`src/rtl/mem_port_arbiter.sv`:
```
`default_nettype none
// ============================================================================
// mem_port_arbiter: shares one single-port memory between IF and M, with
// M priority and an IF anti-starvation streak limit. Option: MEMARB_TIMEOUT_EN.
// Revision: 1.0
// ============================================================================
module mem_port_arbiter #(
  parameter int STREAK_MAX = 4,
  parameter int TIMEOUT    = 255
) (
  input  logic        clk,
  input  logic        rst,
  input  logic        if_req,
  input  logic [31:0] if_addr,
  output logic [31:0] if_rdata,
  output logic        if_ready,
  input  logic        m_req,
  input  logic        m_we,
  input  logic [31:0] m_addr,
  input  logic [31:0] m_wdata,
  output logic [31:0] m_rdata,
  output logic        m_ready,
  output logic        stall_F,
  output logic        stall_M,
  output logic        mem_req,
  output logic        mem_we,
  output logic [31:0] mem_addr,
  output logic [31:0] mem_wdata,
  input  logic [31:0] mem_rdata,
  input  logic        mem_ack,
  output logic        err
);

  localparam int SW = $clog2(STREAK_MAX + 1);
  localparam logic [SW-1:0] STREAK_LIM = SW'(STREAK_MAX);

  typedef enum logic [1:0] {
    IDLE = 2'd0,
    BUSY = 2'd1,
    DONE = 2'd2
  } state_t;

  state_t        state;
  logic          owner;
  logic [SW-1:0] streak;
  logic          grant_m;
  logic          grant_if;
  logic          timed_out;

  assign stall_F  = if_req & ~if_ready;
  assign stall_M  = m_req & ~m_ready;
  assign grant_m  = m_req && (!if_req || (streak != STREAK_LIM));
  assign grant_if = if_req && !grant_m;

`ifdef MEMARB_TIMEOUT_EN
  localparam int TW = $clog2(TIMEOUT + 1);
  localparam logic [TW-1:0] T_LAST = TW'(TIMEOUT - 1);

  logic [TW-1:0] tcnt;
  logic          err_r;

  // An ack in the limit cycle wins over the timeout.
  assign timed_out = (state == BUSY) && !mem_ack && (tcnt == T_LAST);
  assign err       = err_r;

  always_ff @(posedge clk) begin
    if (rst) begin
      tcnt  <= '0;
      err_r <= 1'b0;
    end else begin
      if ((state == BUSY) && !mem_ack && !timed_out) begin
        tcnt <= tcnt + 1'b1;
      end else begin
        tcnt <= '0;
      end
      if (timed_out) begin
        err_r <= 1'b1;
      end
    end
  end
`else
  assign timed_out = 1'b0;
  // TIMEOUT only matters when the watchdog is compiled in.
  assign err       = 1'b0 & (TIMEOUT > 0);
`endif

  always_ff @(posedge clk) begin
    if (rst) begin
      state     <= IDLE;
      owner     <= 1'b0;
      streak    <= '0;
      mem_req   <= 1'b0;
      mem_we    <= 1'b0;
      mem_addr  <= '0;
      mem_wdata <= '0;
      if_rdata  <= '0;
      m_rdata   <= '0;
      if_ready  <= 1'b0;
      m_ready   <= 1'b0;
    end else begin
      case (state)
        IDLE: begin
          if (grant_m) begin
            owner     <= 1'b1;
            mem_we    <= m_we;
            mem_addr  <= m_addr;
            mem_wdata <= m_wdata;
            mem_req   <= 1'b1;
            state     <= BUSY;
            if (!if_req) begin
              streak <= '0;
            end else if (streak != STREAK_LIM) begin
              streak <= streak + 1'b1;
            end
          end else if (grant_if) begin
            owner     <= 1'b0;
            mem_we    <= 1'b0;
            mem_addr  <= if_addr;
            mem_wdata <= '0;
            mem_req   <= 1'b1;
            state     <= BUSY;
            streak    <= '0;
          end
        end
        BUSY: begin
          if (mem_ack || timed_out) begin
            mem_req <= 1'b0;
            state   <= DONE;
            if (owner) begin
              m_rdata <= mem_ack ? mem_rdata : 32'h0;
              m_ready <= 1'b1;
            end else begin
              if_rdata <= mem_ack ? mem_rdata : 32'h0;
              if_ready <= 1'b1;
            end
          end
        end
        DONE: begin
          // Requests still reflect the access just completed; ignore them here.
          if_ready <= 1'b0;
          m_ready  <= 1'b0;
          state    <= IDLE;
        end
        default: state <= IDLE;
      endcase
    end
  end

endmodule
`default_nettype wire

```
`config.mk`:
```
export PLATFORM = sky130hd
export DESIGN_NAME = mem_port_arbiter
export DESIGN_NICKNAME = d
export VERILOG_FILES = /design/src/rtl/mem_port_arbiter.sv
export SDC_FILE = /design/constraint.sdc
export NUM_CORES = 1
export LEC_CHECK = 0
export CORE_MARGIN = 2
export CORE_UTILIZATION = 44
export CTS_CLUSTER_SIZE = 14
export DETAILED_ROUTE_END_ITERATION = 12
export PLACE_DENSITY = 0.86
export SYNTH_ARGS = -nofsm -noshare
export SYNTH_HDL_FRONTEND = slang
export SYNTH_SLANG_ARGS = --single-unit
```
`constraint.sdc`:
```
create_clock -name clk -period 3 [get_ports clk]
set_clock_uncertainty 0.05 [all_clocks]
set_input_delay 0.75 -clock clk [delete_from_list [all_inputs] [get_ports clk]]
set_output_delay 0.75 -clock clk [all_outputs]
set_load 0.02 [all_outputs]
```
# Yosys cells after proc, flatten, opt, wreduce, memory -nomap -nowiden
# Cells that the tools add are included.
# word_totals
ff_bits	138
latch_bits	0
mem_bits_rw	0
rom_bits	0
input_bits	134
output_inout_bits	135
elab_cells	67
mem_count	0
# classes
addsub	1
n_mul	0
div	0
magnitude_cmp	0
eq_ne	8
shift	0
n_mux	25
bitwise	5
reduce_logical	17
# op_table
operator	n
$mux 32	4
$reduce_and 3->1	6
$mux 3	4
$mux 1	10
$mux 2	3
$ne 2x2->1 const B	3
$ne 3x3->1 const B	2
$pmux 1 s2	3
$reduce_bool 2->1	3
$pmux 2 s2	1
$reduce_and 2->1	2
$add 3x1->3 const B	1
$ne 3x2->1 const B	1
$not 1->1	3
$and 1x1->1	2
$eq 2x1->1 const B	1
$eq 2x2->1 const B	1
$logic_and 1x1->1	2
$logic_not 1->1	2
$logic_not 2->1	1
$logic_or 1x1->1	1

# Depth between registers and ports, before layout
# Gate-level depths: netlist of run 1.
# depth
ltp_word	8
ltp_mapped	7
ltp_nobuf	5

# Worst setup path before layout of run 1
# OpenSTA, ideal clock, no wires.
# synth_timing
kind	in2out
startpoint	input m_req
endpoint	output stall_M
arrival_ns	1.367
required_time_ns	2.200
path_slack_ns	0.833
cell_stages	4
n_path_buf	2
cell_sequence	buf_6 -> inv_2 -> clkbuf_1 -> nor2_1
# synth_between
elab_chain_cells	1
# synth_rtl
item	line_no	rtl
from (decl)	17	input logic m_req,
$and 1x1->1	51	assign stall_M = m_req & ~m_ready;
to (decl)	24	output logic stall_M,
# No other way between the ends.

# Worst setup path after layout of run 1
# layout_timing
startpoint	input if_req
endpoint	output stall_F
# layout_between
elab_chain_cells	1
# layout_rtl
item	line_no	rtl
from (decl)	13	input logic if_req,
$and 1x1->1	50	assign stall_F = if_req & ~if_ready;
to (decl)	23	output logic stall_F,
# No other way between the ends.

==> impl_results.md, run 1 <==
* Cell Area, Synth at 5520 um^2
* Vias per cell at 5.36
* Crit. Startpoint: if_req
* Req. time, crit path at 2200 ps
* CTS tree: done
* Area Growth Syn to Fin at 59.7%
* Commonest cells after routing, fill and taps aside: clkdlybuf4s50_1, dfxtp_1, a21oi_1
* GR Overflow Total at 0
* WL per Instance at 16.4 um
* Most used DFF post-synth: dfxtp_1
* Hold_ws at 400 ps
* Fin nets at 1045
* Total of warnings raised by yosys at 0
* Antenna Cells at 0
* Layout cells sized above 1 at 0.0608
* Leading cell type in the layout, fill and taps excluded: clkdlybuf4s50_1
* Post-synth EDFFs at 0
* Pwr per Cell Area at 562 nW/um^2
* Netlist cell types at 35
* Leakage at 0.00308 uW
* Rows at 40
* Die width at 116 um
* Max cap viols at 0
* DIE HEIGHT at 116 um
* Reg2reg setup slack at 1140 ps
* Post-route cell area at 8810 um^2
* Syn nets at 809
* Yosys top cell area share at 0.501
* Total GRT Usage at 0.262
* R2r startpoint: state[1]$_SDFFE_PP0P_
* Final cycle utilization of the critical path at 0.939
* Max Fanout on Critical Path at 2
* Clk buf depth at 2
* Initial antenna violation count at 1
* Post-synth top area cell: dfxtp_1
* Drt drc at 0
* Pre-antenna DRT Iters at 5
* Effective utilization at floorplan at 0.455
* Vias at 5841
* Detailed placement HPWL at 12200 um
* Sequential cell area at 2760 um^2
* Gpl congestion at 0.845
* Clock transition at the registers of the reported paths at 50 ps
* H-tree level count at 4
* Tot Pwr at 4950 uW
* Pin count of the biggest net entering global routing at 55
* Worst setup endpoint: stall_F
* Setup TNS at 0 ps
* R2r endpoint: mem_addr[14]$_SDFFE_PP0P_
* RSZ-0062 raised after global routing: no
* Core box area at 12100 um^2
* Cell count after synthesis at 673
* Pins Over Slew Limit at 0
* Tmin final at 2820 ps
* F_max at 0.355 GHz
* VDD IR-drop max at 0.331 mV
* Port bufs at 267
* Placed instance area at 8230 um^2
* Later-pin clock latency in the skew report at 410 ps
* Status: finished clean
* Hold-fix buffers, CTS at 0
* Top cells by area, synth: dfxtp_1, a21oi_1, nand2_1
* R2R depth at 4
* Crit start category: primary input
* # IOs at 269
* FFs w/ async S/R, synth at 0
* Post-route ant nets at 0
* Die area at 13400 um^2
* Hold Path Class: reg -> reg
* Multi-input combinational cell area at 2360 um^2
* Clock root buffer: clkbuf_16
* Total Wirelength at 17900 um
* CTS-repair resized insts at 0
* Crit path DAT at 2020 ps
* Crit path kind: in -> out
* CTS sink cnt at 138
* Avg Synthesized Cell Area at 8.20 um^2
* Fillers at 968
* Detailed Route Iter0 Violations at 488
* Vias in the first global route at 5478
* Setup violators final at 0
* Number of hold violations in the final report at 0
* Total CTS buffers at 17
* Seq cells post-synth at 138
* Crit. End Element: primary output
* Setup Buffers After CTS at 0
* First-pass GRT wire length at 27600 um
* Seq/Total Area, Yosys at 0.501
layout make-up:
class | count | area share
flip-flops and latches | 138 | 0.314
inverters | 4 | 0.00170
clock inverters | 7 | 0.0102
multi-input cells | 460 | 0.268
well taps | 168 | 0.0239
clock buffers | 24 | 0.0558
repair buffers | 288 | 0.327
state kept, by name (all words and copies together) (netlist names), 2 cells and up:
signal	flops
if_rdata	32
streak	3
state	2
m_rdata	32
mem_addr	32
mem_wdata	32
cells in the mapped netlist (3+ instances only):
master and n:
a21oi_1 136, a311oi_1 32, dfxtp_1 138, buf_2 29
nand3_1 66, o21ai_1 35, nand2_1 131, buf_4 6
buf_6 7, clkbuf_1 29, nor2_1 4, o21ai_0 32
inv_1 3
power by group:
part           total [uW]  switching, uW  internal (uW)
registers            2000           60.6           1940
clock network        2040            735           1300
logic                 911            457            453
metal layers:
layer  track usage  part of all wire  vias to the layer above
met3        0.0842             0.084                       31
met1         0.305              0.40                     2735
met2         0.451              0.50                      233
met5             0           0.00056                        -
met4        0.0992             0.018                        2
li1              -                 -                     2840
cell families (layout without fill, tap and decap cells):
family | count (synthesis) | after routing | share of synthesized area
fa+ha+maj | 2 | 2 | 0.00454
simple gates | 220 | 220 | 0.185
buf+inv | 75 | 323 | 0.0712
compound gates | 237 | 237 | 0.238
flops | 138 | 138 | 0.501
other cells | 1 | 1 | 0.000680
critical path, cell delays in order:
cell and delay [ps]:
clkdlybuf4s50_1 510, nor2b_1 150, clkdlybuf4s50_1 610
worst min-delay path by stage:
stage	start	end	slack [ps]	cells past startpoint
2_1_floorplan	streak[1]$_SDFFE_PP0P_	streak[1]$_SDFFE_PP0P_	420	2
3_3_place_gp	m_rdata[0]$_SDFFE_PP0P_	m_rdata[0]$_SDFFE_PP0P_	390	2
3_5_place_dp	if_rdata[14]$_SDFFE_PP0P_	if_rdata[14]$_SDFFE_PP0P_	400	2
4_1_cts	if_rdata[4]$_SDFFE_PP0P_	if_rdata[4]$_SDFFE_PP0P_	400	2
5_1_grt	if_rdata[6]$_SDFFE_PP0P_	if_rdata[6]$_SDFFE_PP0P_	420	2
6_report	m_rdata[3]$_SDFFE_PP0P_	m_rdata[3]$_SDFFE_PP0P_	400	2
stage by stage:
| step | util | instances | setup slack [ps] |
|---|---|---|---|
| finish | 0.727 | 1089 | 183 |
| CTS | 0.727 | 1089 | 190 |
| floorplan | - | 673 | 833 |
| detailed placement | 0.679 | 1058 | 190 |
| global route | 0.727 | 1089 | 138 |
| global placement | 0.679 | 1058 | 189 |
Note: power is estimated with default switching activity, not from simulation.
==> run 2, diff against run 1 <==
- CORE_ASPECT_RATIO: not set -> 0.75
==> impl_results.md, run 2 (synthesized netlist as in run 1, its figures left out) <==
* Max cap viols at 0 (unchanged)
* Hold-fix buffers, CTS at 0 (unchanged)
* Crit-path max cell delay at 630 ps (+20 ps)
* Detailed Route Iter0 Violations at 363 (-26%)
* Crit path DAT at 2100 ps (+80 ps)
* Clock transition at the registers of the reported paths at 60 ps (about the same)
* Worst-margin pin slew at 558 ps
* Vias in the first global route at 5617 (+2.5%)
* Crit path kind: in -> out
* Routed wl met2 at 9060 um (+0.89%)
* Worst hold endpoint: if_rdata[0]$_SDFFE_PP0P_
* Setup violators final at 0 (unchanged)
* Tmin final at 2900 ps (+84.4 ps)
* # IOs at 269 (unchanged)
* RSZ-0062 raised after global routing: no
* Most used cell, CP: clkdlybuf4s50_1
* Crit-path cells: clkdlybuf4s50_1 -> nor2b_1 -> clkdlybuf4s50_1
* Req. time, crit path at 2200 ps (about the same)
* GR Overflow Total at 0 (unchanged)
* CTS sink cnt at 138 (unchanged)
* Max Fanout on Critical Path at 2 (unchanged)
* Port bufs at 267 (unchanged)
* Detailed placement HPWL at 12200 um (about the same)
* R2R depth at 4 (unchanged)
* Top layer in use: met4
* Gpl congestion at 0.787 (-6.8%)
* Hold_ws at 402 ps (+2.59 ps)
* WL per Instance at 17.2 um (+5.0%)
* Leakage at 0.00310 uW (+0.58%)
* First-pass GRT wire length at 29400 um (+6.2%)
* R2r startpoint: state[1]$_SDFFE_PP0P_
* Total GRT Usage at 0.274 (+0.0125)
* Hold Path Class: reg -> reg
* CTS tree: done
* CP max stage cell: clkdlybuf4s50_1
* Worst Hold Depth at 2 (unchanged)
* Die area at 13500 um^2 (about the same)
* Relative slew slack at 0.628
* Die width at 133 um (+15%)
* F_max at 0.345 GHz (-2.9%)
* Worst path bufs/invs at 2 (unchanged)
* Clock root buffer: clkbuf_16
* Pre-antenna DRT Iters at 6 (+1)
* Final cycle utilization of the critical path at 0.967 (+0.0281)
* Leading cell type in the layout, fill and taps excluded: clkdlybuf4s50_1
* DRT met1 WL at 7440 um (+5.2%)
* Hold wc startpoint: if_rdata[0]$_SDFFE_PP0P_
* Rows at 35 (-13%)
* Initial antenna violation count at 1 (unchanged)
* Number of hold violations in the final report at 0 (unchanged)
* Vias at 5858 (+0.29%)
* Status: finished clean
* H-tree level count at 4 (unchanged)
* Wire length on met3 at 1930 um (+28%)
* Effective utilization at floorplan at 0.450 (-0.00558)
* Setup TNS at 0 ps (unchanged)
* Clk buf depth at 2 (unchanged)
* CTS-repair resized insts at 0 (unchanged)
* Post-route ant nets at 0 (unchanged)
* Area Growth Syn to Fin at 60.4%
* Total CTS buffers at 17 (unchanged)
* Layout cells sized above 1 at 0.0630 (+0.00224)
* Crit start category: primary input
* Pwr per Cell Area at 585 nW/um^2 (+4.1%)
* Vias per cell at 5.39 (+0.48%)
* Commonest cells after routing, fill and taps aside: clkdlybuf4s50_1, dfxtp_1, a21oi_1
* Drt drc at 0 (unchanged)
* Crit. End Element: primary output
* Setup Buffers After CTS at 0 (unchanged)
* Total Wirelength at 18700 um (+4.8%)
* VDD IR-drop max at 0.529 mV (+60%)
* Later-pin clock latency in the skew report at 400 ps (about the same)
* R2r endpoint: mem_addr[18]$_SDFFE_PP0P_
* Fin nets at 1043 (-0.19%)
* Pin count of the biggest net entering global routing at 59 (+7.3%)
* DIE HEIGHT at 101 um (-13%)
* Pins Over Slew Limit at 0 (unchanged)
* Cell family with most CP delay: buffers and inverters
* Reg2reg setup slack at 1180 ps (+40 ps)
* Core box area at 12300 um^2 (+1.2%)
-- run 2: worst max path at each step --
stage	startpoint	end	slack (ps)	cells past startpoint
after floorplan	m_req	stall_M	830	4
after global placement	if_req	stall_F	110	3
after detailed placement	if_req	stall_F	100	3
after CTS	if_req	stall_F	100	3
after global routing	if_req	stall_F	90	3
final	if_req	stall_F	100	3
-- run 2: power breakdown --
part,switching (uW),total (uW),internal (uW)
Clock,850,2260,1410
Sequential,62.5,2000,1940
Combinational,460,912,452
Total,1370,5180,3810
-- run 2: layer usage --
metal,GRT usage,up-vias
met4,0.0876,0
met5,0,-
met2,0.462,263
met3,0.0995,25
li1,-,2833
met1,0.330,2737
-- run 2: worst min-delay path, delay by kind of cell (launching register included) --
kind	cells	cell delay, ps
flip-flops	1	310
AND/OR/NAND/NOR	1	50
AO/OA/AOI/OAI	1	50
-- run 2: cell type report --
class / count / area (um^2)
multi-input combinational: 460 / 2360
clock buffer: 17 / 425
sequential: 138 / 2760
tap: 166 / 208
fill: 951 / 3420
antenna: 1 / 2.50
clock inverter: 15 / 210
inverter: 4 / 15.0
timing repair buffer: 286 / 2860
-- run 2: through the flow --
step / total power (uW) / utilization / area (um^2) / setup slack [ps] / cells
2_1_floorplan: 2490 / - / 5520 / 833 / 673
3_3_place_gp: 2930 / 0.669 / 8210 / 115 / 1054
3_5_place_dp: 2950 / 0.669 / 8210 / 101 / 1054
4_1_cts: 5210 / 0.721 / 8840 / 101 / 1086
5_1_grt: 5370 / 0.721 / 8840 / 91.7 / 1086
6_report: 5180 / 0.721 / 8850 / 98.3 / 1087
==> run 3, diff against run 2 <==
- CORE_ASPECT_RATIO: 0.75 -> 0.7
==> impl_results.md, run 3 (synthesized netlist as in run 1, its figures left out) <==
* Dpl ws at 111 ps (+9.60 ps)
* Final cycle utilization of the critical path at 0.960 (-0.00737)
* Leakage at 0.00306 uW (-1.2%)
* R2r startpoint: streak[0]$_SDFFE_PP0P_
* Worst Hold Depth at 2 (unchanged)
* Vias per cell at 5.44 (+0.86%)
* Setup TNS at 0 ps (unchanged)
* Later-pin clock latency in the skew report at 410 ps (about the same)
* Placed instance area at 8220 um^2 (+0.15%)
* Status: finished clean
* Core box area at 12300 um^2 (+0.61%)
* Fillers at 993 (+4.4%)
* Area Growth Syn to Fin at 59.3%
* Setup violators final at 0 (unchanged)
* Layout cells sized above 1 at 0.0620 (-0.00102)
* Most used cell, CP: clkdlybuf4s50_1
* H-tree level count at 4 (unchanged)
* Die width at 138 um (+3.4%)
* Crit path DAT at 2080 ps (-20 ps)
* CTS sink cnt at 138 (unchanged)
* Fin nets at 1042 (-0.096%)
* Crit-path max cell delay at 630 ps (about the same)
* Hold_ws at 401 ps (-1.13 ps)
* Leading cell type in the layout, fill and taps excluded: clkdlybuf4s50_1
* Setup Buffers After CTS at 0 (unchanged)
* Crit path kind: in -> out
* Worst-margin pin slew at 762 ps (+204 ps)
* Clock transition at the registers of the reported paths at 60 ps (about the same)
* Cell family with most CP delay: buffers and inverters
* WL per Instance at 17.4 um (+0.61%)
* Net Switching at 1410 uW (+2.7%)
* Clock power frac at 0.406 (-0.031)
* Total Wirelength at 18800 um (about the same)
* Max Fanout on Critical Path at 2 (unchanged)
* Tmin final at 2880 ps (-22.1 ps)
* Pwr per Cell Area at 560 nW/um^2 (-4.4%)
* Setup WS post-layout at 120 ps (+22.1 ps)
* CP max stage cell: clkdlybuf4s50_1
* Detailed placement HPWL at 12200 um (+0.11%)
* Drt drc at 0 (unchanged)
* Reg2reg setup slack at 1290 ps (+110 ps)
* Sequential cell area at 2760 um^2 (unchanged)
* Effective utilization at floorplan at 0.447 (-0.00274)
* Clock root buffer: clkbuf_16
* Initial antenna violation count at 0 (-1)
* Post-route ant nets at 0 (unchanged)
* CTS-repair resized insts at 0 (unchanged)
* Die area at 13500 um^2 (about the same)
* # IOs at 269 (unchanged)
* Number of hold violations in the final report at 0 (unchanged)
* Total CTS buffers at 17 (unchanged)
* Logic pwr share at 0.187 (+0.011)
* First-pass GRT wire length at 29700 um (+1.2%)
* Commonest cells after routing, fill and taps aside: clkdlybuf4s50_1, dfxtp_1, a21oi_1
* Reg power frac at 0.407 (+0.020)
* Crit-path cells: clkdlybuf4s50_1 -> nor2b_1 -> clkdlybuf4s50_1
* R2R depth at 6 (+2)
* R2r endpoint: mem_addr[24]$_SDFFE_PP0P_
* Relative slew slack at 0.492 (-0.136)
* CTS tree: done
* Hold Path Class: reg -> reg
* VDD IR-drop max at 0.477 mV (-9.8%)
* Crit. End Element: primary output
* Placed cells at 1049 (-0.47%)
* Net Sw Frac at 0.287 (+0.0217)
* Req. time, crit path at 2200 ps (about the same)
* Clk buf depth at 2 (unchanged)
* Multi-input combinational cell area at 2360 um^2 (unchanged)
* Port bufs at 267 (unchanged)
* Gpl congestion at 0.816 (+3.7%)
* Antenna Cells at 0 (-1)
* Hold wc startpoint: if_rdata[6]$_SDFFE_PP0P_
* Worst hold endpoint: if_rdata[6]$_SDFFE_PP0P_
* Cell-internal power at 3510 uW (-7.8%)
* RSZ-0062 raised after global routing: no
* Pre-antenna DRT Iters at 5 (-1)
* F_max at 0.347 GHz (+0.77%)
* Max cap viols at 0 (unchanged)
* Rows at 34 (-2.9%)
* DIE HEIGHT at 97.7 um (-3.3%)
* Vias in the first global route at 5760 (+2.5%)
* Pin count of the biggest net entering global routing at 66 (+12%)
* Worst path bufs/invs at 2 (unchanged)
* Total GRT Usage at 0.280 (+0.00585)
* Hold-fix buffers, CTS at 0 (unchanged)
* Detailed Route Iter0 Violations at 351 (-3.3%)
* Crit start category: primary input
* Vias at 5876 (+0.31%)
* Post-route cell area at 8780 um^2 (-0.71%)
* Pins Over Slew Limit at 0 (unchanged)
* GR Overflow Total at 0 (unchanged)
* Fin cells at 1081 (-0.55%)
-- run 3: cell count changes in the layout (fill, tap and decap cells not counted), sizes merged --
cell | before | now
bufinv | 4 | 0
clkinvlp | 1 | 3
inv | 10 | 12
buf | 20 | 19
clkbuf | 17 | 18
clkinv | 4 | 3
diode | 1 | 0
-- run 3: worst max path at each step --
stage | startpoint | end | cells after the start
after floorplan | m_req | stall_M | 4
after detailed placement | m_req | stall_M | 4
after global placement | m_req | stall_M | 4
after global routing | m_req | stall_M | 4
final | if_req | stall_F | 3
after CTS | m_req | stall_M | 4
-- run 3: worst reg2reg max path, delay by kind of cell, from the launching register on --
kind	cells	cell delay, ps
flip-flops	1	310
AO/OA/AOI/OAI	2	480
adder cells (fa/ha/maj)	1	210
buffers and inverters	2	400
AND/OR/NAND/NOR	1	170
-- run 3: per-stage QoR --
| step | power, uW | util |
|---|---|---|
| 6_report | 4920 | 0.712 |
| 2_1_floorplan | 2490 | - |
| 3_5_place_dp | 2960 | 0.666 |
| 3_3_place_gp | 2940 | 0.666 |
| 5_1_grt | 5120 | 0.712 |
| 4_1_cts | 4960 | 0.712 |
-- run 3: power by group through the flow --
stage | Sequential (uW) | Combinational [uW] | Clock, uW
detailed placement | 2040 | 917 | 0
CTS | 2000 | 922 | 2030
floorplan | 2160 | 325 | 0
global placement | 2040 | 905 | 0
finish | 2000 | 919 | 1990
global route | 2010 | 985 | 2120
-- run 3: layout make-up --
class,instances,share of cell area
Clock buffer,18,0.0500
Sequential cell,138,0.315
Tap cell,162,0.0231
Timing Repair Buffer,285,0.328
Multi-Input combinational cell,460,0.269
Clock inverter,14,0.0141
Inverter,4,0.00171
-- run 3: routing by layer --
layer	vias up	wire length, um	part of all wire	global-route usage
met1	2735	7650	0.41	0.338
met4	0	347	0.019	0.106
met5	-	0	0	0
met2	278	8830	0.47	0.457
met3	24	1930	0.10	0.0996
li1	2839	-	-	-
